[config.mk]
export PLATFORM = sky130hd
export DESIGN_NAME = serial_adder_seq
export DESIGN_NICKNAME = d
export VERILOG_FILES = /design/src/rtl/serial_adder_seq.sv
export SDC_FILE = /design/constraint.sdc
export NUM_CORES = 1
export LEC_CHECK = 0
export CAP_MARGIN = 5
export CORE_MARGIN = 5
export CORE_UTILIZATION = 25
export DETAILED_ROUTE_END_ITERATION = 12
export SYNTH_ARGS = -nofsm -noshare
export SYNTH_HDL_FRONTEND = slang
export SYNTH_SLANG_ARGS = --single-unit
[constraint.sdc]
create_clock -name clk -period 1.6 [get_ports clk]
set_input_delay 0.4 -clock clk [delete_from_list [all_inputs] [get_ports clk]]
set_output_delay 0.4 -clock clk [all_outputs]
set_load 0.02 [all_outputs]
[src/rtl/serial_adder_seq.sv]
// Bit-serial adder: one full_adder shared over WIDTH clocks, LSB first, framed by start/done.
// Optional signed-overflow output enabled by defining SERIAL_ADDER_OVF_EN.

module full_adder (
   input  logic i_a,
   input  logic i_b,
   input  logic i_c,
   output logic o_s,
   output logic o_c
);
   assign o_s = i_a ^ i_b ^ i_c;
   assign o_c = (i_a & i_b) | (i_c & (i_a ^ i_b));
endmodule

module serial_adder_seq #(
   parameter int WIDTH = 8
) (
   input  logic             clk,
   input  logic             rst,
   input  logic             start,
   input  logic [WIDTH-1:0] a,
   input  logic [WIDTH-1:0] b,
   input  logic             cin,
   output logic             busy,
   output logic             done,
   output logic [WIDTH-1:0] sum,
`ifdef SERIAL_ADDER_OVF_EN
   output logic             ovf,
`endif
   output logic             cout
);

   localparam int CW = $clog2(WIDTH);

   typedef enum logic [1:0] {
      S_IDLE = 2'd0,
      S_RUN  = 2'd1,
      S_DONE = 2'd2
   } state_t;

   state_t           r_state;
   state_t           w_next;
   logic [WIDTH-1:0] r_a;
   logic [WIDTH-1:0] r_b;
   logic [WIDTH-1:0] r_s;
   logic             r_carry;
   logic [CW-1:0]    r_cnt;

   logic             w_accept;
   logic             w_last;
   logic             w_fa_sum;
   logic             w_fa_carry;
   logic [WIDTH-1:0] w_s_next;

   // A new operation may only be taken when no addition is in progress.
   assign w_accept = start && ((r_state == S_IDLE) || (r_state == S_DONE));
   assign w_last   = (r_cnt == CW'(WIDTH - 1));
   assign w_s_next = {w_fa_sum, r_s[WIDTH-1:1]};

   full_adder u_fa (
      .i_a (r_a[0]),
      .i_b (r_b[0]),
      .i_c (r_carry),
      .o_s (w_fa_sum),
      .o_c (w_fa_carry)
   );

   // NOTE: sequential state uses non-blocking (<=) so every flop samples pre-edge values.
   always_ff @(posedge clk) begin
      if (rst) r_state <= S_IDLE;
      else     r_state <= w_next;
   end

   // NOTE: defaulting w_next first keeps this block purely combinational (no latch).
   always_comb begin
      w_next = r_state;
      case (r_state)
         S_IDLE:  if (w_accept) w_next = S_RUN;
         S_RUN:   if (w_last)   w_next = S_DONE;
         S_DONE:  w_next = w_accept ? S_RUN : S_IDLE;
         default: w_next = S_IDLE;
      endcase
   end

   always_comb begin
      busy = 1'b0;
      done = 1'b0;
      case (r_state)
         S_RUN:   busy = 1'b1;
         S_DONE:  done = 1'b1;
         default: ;
      endcase
   end

   always_ff @(posedge clk) begin
      if (rst) begin
         r_a     <= '0;
         r_b     <= '0;
         r_s     <= '0;
         r_carry <= 1'b0;
         r_cnt   <= '0;
      end else if (w_accept) begin
         r_a     <= a;
         r_b     <= b;
         r_s     <= '0;
         r_carry <= cin;
         r_cnt   <= '0;
      end else if (r_state == S_RUN) begin
         r_a     <= r_a >> 1;
         r_b     <= r_b >> 1;
         r_s     <= w_s_next;
         r_carry <= w_fa_carry;
         r_cnt   <= r_cnt + CW'(1);
      end
   end

   // Results move only on the final RUN edge and hold until the next completion.
   always_ff @(posedge clk) begin
      if (rst) begin
         sum  <= '0;
         cout <= 1'b0;
`ifdef SERIAL_ADDER_OVF_EN
         ovf  <= 1'b0;
`endif
      end else if ((r_state == S_RUN) && w_last) begin
         sum  <= w_s_next;
         cout <= w_fa_carry;
`ifdef SERIAL_ADDER_OVF_EN
         // On the last edge r_carry is the carry into the MSB.
         ovf  <= r_carry ^ w_fa_carry;
`endif
      end
   end

endmodule

==> impl_metrics.csv, run 1 <==
group,metric,value,unit
routing,wl_per_cell,12.4,um
floorplan,core_area,5890,sq um
synthesis,ys_ff_latch,38,
placed_design,place_congestion,0.741,
power_and_ir_drop,power_density,971,nW/um^2
synthesis,syn_inst,175,
power_and_ir_drop,switching_share,0.241,
synthesis,yosys-top-cells-area,"dfxtp_1 50%, nand2_1 8.9%, a21oi_1 7.0%",
sta,rsz0062_at_grt,"no",
critical_path,cp_num_buf_inv,1,
clock_network,clock_path_buffers,2,
routing,vias,1321,
synthesis,synth_fp_nets,198,
clock_network,cts_tree,"built",
sta,tns,0,ns
critical_path,slowest_delay,0.33,ns
floorplan,fp.dieArea,7700,sq um
global_route,grt_max_degree,36,
placed_design,placement.io_buffers,30,
synthesis,yosys_warnings,0,
power_and_ir_drop,p_switching,461,uW
routing,drt-initial-drc-count,96,
hold_path,holdCritPathClass,"reg -> reg",
critical_path,cp.arrival,1.10,ns
critical_path,critical-path-top-delay-family,"flip-flops",
placed_design,dp_cells,275,
clock_network,post_cts_resized,12,
clock_network,cts_hold_buf,0,
global_route,grt_pass1_vias,1228,
routing,vias_per_cell,4.70,
clock_network,cts_made_buffers,5,
global_route,grt_pass1_wl,5820,um
synthesis,ys_seq_area_frac,0.503,
run,maxCapViolCount,0,
power_and_ir_drop,max-vdd-ir-drop,234,uV
synthesis,avgSynthCellArea,8.64,sq um
clock_network,ctsRootBufferMaster,"clkbuf_8",
critical_path,end_kind,"output port",
synthesis,syn_area,1510,sq um
floorplan,die_h,87.8,um
sta,skew,0.00539,ns
clock_network,insertion_delay,0.29,ns
power_and_ir_drop,pwr-share-seq,0.530,
sta,holdWs,0.454,ns
cells_and_area,fin_nets,230,
critical_path,slowest_stage,"dfxtp_1",
power_and_ir_drop,internal_power,1460,uW
power_and_ir_drop,combPwrFrac,0.139,
synthesis,synth_top_cell_by_area,"dfxtp_1",
global_route,track_usage,0.0971,
power_and_ir_drop,leakage,0.000736,uW
status,outcome,"completed",
sta,min_period,1.50,ns
floorplan,std_cell_rows,28,
cells_and_area,post-route-util,0.336,
critical_path,crit_chain,"nor2b_1, clkdlybuf4s15_1",
sta,worst_pin_slew,0.441,ns
global_route,antenna_found_initial,0,
routing,drt-total-wl,3480,um
synthesis,synth_top_cell_area_share,0.503,
power_and_ir_drop,power_frac_clock,0.331,
sta,fin_crit_sh,0.935,
critical_path,crit_type,"reg -> out",
clock_network,post_cts_buffers,0,
cells_and_area,drive_gt1_frac,0.0825,
cells_and_area,nFillCells,634,
cells_and_area,fin_cells,281,
cells_and_area,antenna_cells,0,
cells_and_area,syn2layout_area_growth,30.7,%
cells_and_area,multiInputGateArea,641,sq um
sta,setup-violations-final,0,
floorplan,die_w,87.8,um
power_and_ir_drop,power.total,1920,uW
floorplan,start_util,0.257,
critical_path,critPathMaxFanout,3,
sta,relSlewSlack,0.705,
global_route,grt.overflow.total,0,
clock_network,cts_num_sinks,38,
placed_design,hpwl,2310,um
clock_network,clk_pin_slew,0.06,ns
sta,fmax,669,MHz
routing,ant_nets,0,
routing,drcViolationCount,0,
critical_path,startpoint_type,"flop",
clock_network,h-tree-depth,2,
sta,finalHoldViolCount,0,
cells_and_area,regArea,761,sq um
critical_path,required,1.20,ns
sta,finalMaxSlewViolations,0,
synthesis,synth.distinct_cells,26,
floorplan,ioPinCount,31,
routing,drt-pass1-iter-count,4,
## power groups by stage
stage	combinational, uW	sequential [uW]	clock [uW]
global placement	268	1040	0
detailed placement	271	1040	0
floorplan	177	1030	0
finish	266	1020	635
global route	298	1020	694
CTS	270	1020	660
## Yosys cell counts
cell type / n
dfxtp_1: 38
nand2_1: 36
a21oi_1: 21
nor3_1: 19
nand3_1: 12
o22ai_1: 9
nor2_1: 7
a311oi_1: 4
buf_4: 4
buf_6: 4
a22oi_1: 2
buf_1: 2
buf_2: 2
ha_1: 2
nand2b_1: 2
and2b_1: 1
clkbuf_1: 1
clkbuf_2: 1
fa_1: 1
inv_6: 1
mux2i_1: 1
nand3b_1: 1
nor2b_1: 1
o21a_1: 1
or2b_1: 1
xnor2_1: 1
## kinds of logic after synthesis
kind of cell,synth area share
buffers and inverters,0.0728
multiplexers,0.00662
flip-flops,0.503
XOR/XNOR,0.00580
AND/OR/NAND/NOR,0.237
adder cells (fa/ha/maj),0.0298
AO/OA/AOI/OAI,0.145
## cells in the final DEF (no fill, tap or decap), types with 2 or more instances in the layout
cell and instances:
a21oi_1 21, nor3_1 19, ha_1 2, clkdlybuf4s50_1 19, buf_12 3, a311oi_1 4
dfxtp_1 38, buf_4 6, a22oi_1 2, nand2_1 36, dlygate4sd2_1 9, nand3_1 12
o22ai_1 9, clkbuf_8 6, nand2b_1 2, nor2_1 7
## worst min-delay path, delay by kind of cell, from the launching register on
family	cells	cell delay (ns)
AOI/OAI and AO/OA	1	0.05
and+or+nand+nor	1	0.05
DFF	1	0.31
## area by class of cell
cell class,count,area share
multi-input combinational,122,0.324
tap,75,0.0475
timing repair buffer,39,0.197
clock buffer,6,0.0418
inverter,1,0.00443
sequential,38,0.385
## per-stage QoR
stage	area (sq um)	worst slack [ns]
floorplan	1510	0.405
global placement	1910	-0.0156
detailed placement	1910	-0.0427
CTS	1980	0.00496
global route	1980	0.00176
finish	1980	0.104
## final timing paths
kind	from	end	slack, ns	cells after the start
worst max-delay path	r_state[1]	done	0.10	2
worst min-delay path	sum[4]	sum[4]	0.45	2
worst max register to register	r_cnt[0]	sum[3]	0.19	5
worst min register to register	sum[4]	sum[4]	0.45	2
## per-layer routing
layer | part of all wire | vias to the layer above | GRT usage
li1 | - | 669 | -
met1 | 0.45 | 614 | 0.122
met2 | 0.49 | 34 | 0.152
met3 | 0.045 | 4 | 0.0282
met4 | 0.011 | 0 | 0.0460
met5 | 0 | - | 0
## registers in the layout, indices dropped and copies added (netlist names)
register,count
r_state,2
r_b,8
r_s,7
r_a,8
cout,1
sum,8
r_carry,1
r_cnt,3
No activity file was read; power rests on OpenSTA's default activity.
==> run 2, diff against run 1 <==
--- a/config.mk
+++ b/config.mk
@@ -6,6 +6,7 @@
 export NUM_CORES = 1
 export LEC_CHECK = 0
 export CAP_MARGIN = 5
+export CORE_ASPECT_RATIO = 0.9
 export CORE_MARGIN = 5
 export CORE_UTILIZATION = 25
 export DETAILED_ROUTE_END_ITERATION = 12
==> impl_metrics.csv, run 2 (synthesized netlist as in run 1, its figures left out) <==
group,metric,value,unit
status,outcome,"completed",
cells_and_area,final_cell_mix,"38 x dfxtp_1, 36 x nand2_1, 21 x a21oi_1",
critical_path,startpoint_type,"flop",
cells_and_area,fin_nets,230,
cells_and_area,post-route-util,0.338,
hold_path,holdCritPathClass,"reg -> reg",
sta,finalMaxSlewViolations,0,
global_route,grt.overflow.total,0,
cells_and_area,regArea,761,sq um
critical_path,crit_start,"r_state[1]",
floorplan,die_w,92.0,um
global_route,grt_pass1_wl,5870,um
placed_design,placement.io_buffers,30,
clock_network,h-tree-depth,2,
routing,wl_per_cell,12.6,um
clock_network,clk_pin_slew,0.07,ns
clock_network,cts_hold_buf,0,
global_route,antenna_found_initial,0,
critical_path,ff2ff_path_depth,5,
global_route,grt_max_degree,36,
critical_path,crit_type,"reg -> out",
clock_network,insertion_delay,0.28,ns
floorplan,core_area,5790,sq um
clock_network,clock_path_buffers,2,
routing,wl_met1,1660,um
cells_and_area,final_common_cell,"dfxtp_1",
sta,rsz0062_at_grt,"no",
power_and_ir_drop,power_density,979,nW/um^2
sta,worst_pin_slew,0.386,ns
cells_and_area,antenna_cells,0,
cells_and_area,syn2layout_area_growth,29.4,%
critical_path,end_kind,"output port",
clock_network,cts_made_buffers,5,
routing,drt-total-wl,3480,um
sta,fin_ws,0.102,ns
critical_path,critPathMaxFanout,3,
sta,min_period,1.50,ns
clock_network,ctsRootBufferMaster,"clkbuf_8",
cells_and_area,nFillCells,624,
clock_network,cts_num_sinks,38,
critical_path,required,1.20,ns
floorplan,std_cell_rows,26,
critical_path,slowest_stage,"dlygate4sd2_1",
routing,top_layer_used,"met4",
sta,fmax,667,MHz
cells_and_area,reg_top3,"r_a x8, r_b x8, sum x8",
hold_path,whs_path_depth,2,
cells_and_area,drive_gt1_frac,0.0825,
routing,met3_length,138,um
critical_path,crit-reg2reg-launch,"r_state[0]",
floorplan,ioPinCount,31,
global_route,track_usage,0.0952,
routing,vias_per_cell,4.73,
critical_path,cp.arrival,1.10,ns
routing,drcViolationCount,0,
placed_design,place_ws,-0.0841,ns
power_and_ir_drop,max-vdd-ir-drop,337,uV
critical_path,crit_end,"done",
critical_path,rr_endpoint,"r_a[4]",
floorplan,start_util,0.261,
sta,finalHoldViolCount,0,
sta,skew,0.00163,ns
clock_network,cts_tree,"built",
routing,drt-initial-drc-count,136,
global_route,grt_pass1_vias,1241,
critical_path,slowest_delay,0.35,ns
routing,drt-pass1-iter-count,4,
cells_and_area,multiInputGateArea,641,sq um
routing,ant_nets,0,
sta,setup-violations-final,0,
routing,wl_met2,1630,um
placed_design,hpwl,2390,um
placed_design,place_congestion,0.741,
sta,relSlewSlack,0.742,
critical_path,worst-r2r-setup-slack,0.22,ns
run,maxCapViolCount,0,
routing,vias,1305,
critical_path,crit_chain,"nor2b_1, dlygate4sd2_1",
floorplan,fp.dieArea,7700,sq um
clock_network,post_cts_buffers,0,
sta,fin_crit_sh,0.936,
floorplan,die_h,83.8,um
sta,holdWs,0.451,ns
power_and_ir_drop,leakage,0.000736,uW
## run 2: changes by cell type in the layout (fill, tap and decap cells not counted)
cell / before / now
buf_12: 3 / 2
buf_4: 6 / 7
clkdlybuf4s15_1: 1 / 0
dlygate4sd2_1: 9 / 10
## run 2: cell type report
cell class | count | share of cell area
repair buffers | 39 | 0.192
well taps | 70 | 0.0448
multi-input cells | 122 | 0.328
clock buffers | 6 | 0.0422
inverters | 1 | 0.00448
flip-flops and latches | 38 | 0.389
## run 2: stage by stage
stage	total power, uW	TNS, ns	cell area (sq um)	instances
2_1_floorplan	1210	0	1510	175
3_3_place_gp	1300	-0.203	1890	270
5_1_grt	2020	0	1960	276
4_1_cts	1940	0	1960	276
3_5_place_dp	1310	-0.510	1890	270
6_report	1920	0	1960	276
## run 2: worst max-delay path, delay by kind of cell, from the launching register on
family / cells / cell delay [ns]
buf+inv: 1 / 0.35
flops: 1 / 0.33
simple gates: 1 / 0.14
## run 2: power breakdown
group	switching, uW	leakage [uW]	internal, uW
Sequential	27.6	0.000310	992
Clock	300	0.0000431	332
Combinational	135	0.000383	129
Total	462	0.000736	1450
## run 2: timing repair
item,in CTS,in global routing
hold endpoints to repair,0,0
resized for setup,12,1
setup endpoints to repair,11,1
## run 2: worst min path at each step
stage / from / to / slack [ns]
finish: r_s[1] / r_s[1] / 0.45
global placement: r_s[1] / r_s[1] / 0.44
CTS: r_s[1] / r_s[1] / 0.45
detailed placement: r_s[1] / r_s[1] / 0.44
global route: r_s[1] / r_s[1] / 0.48
floorplan: r_s[1] / r_s[1] / 0.44
## run 2: metal layers
metal / GRT usage / vias up
met2: 0.153 / 20
met5: 0 / -
met3: 0.0334 / 6
met4: 0.0364 / 0
met1: 0.117 / 609
li1: - / 670
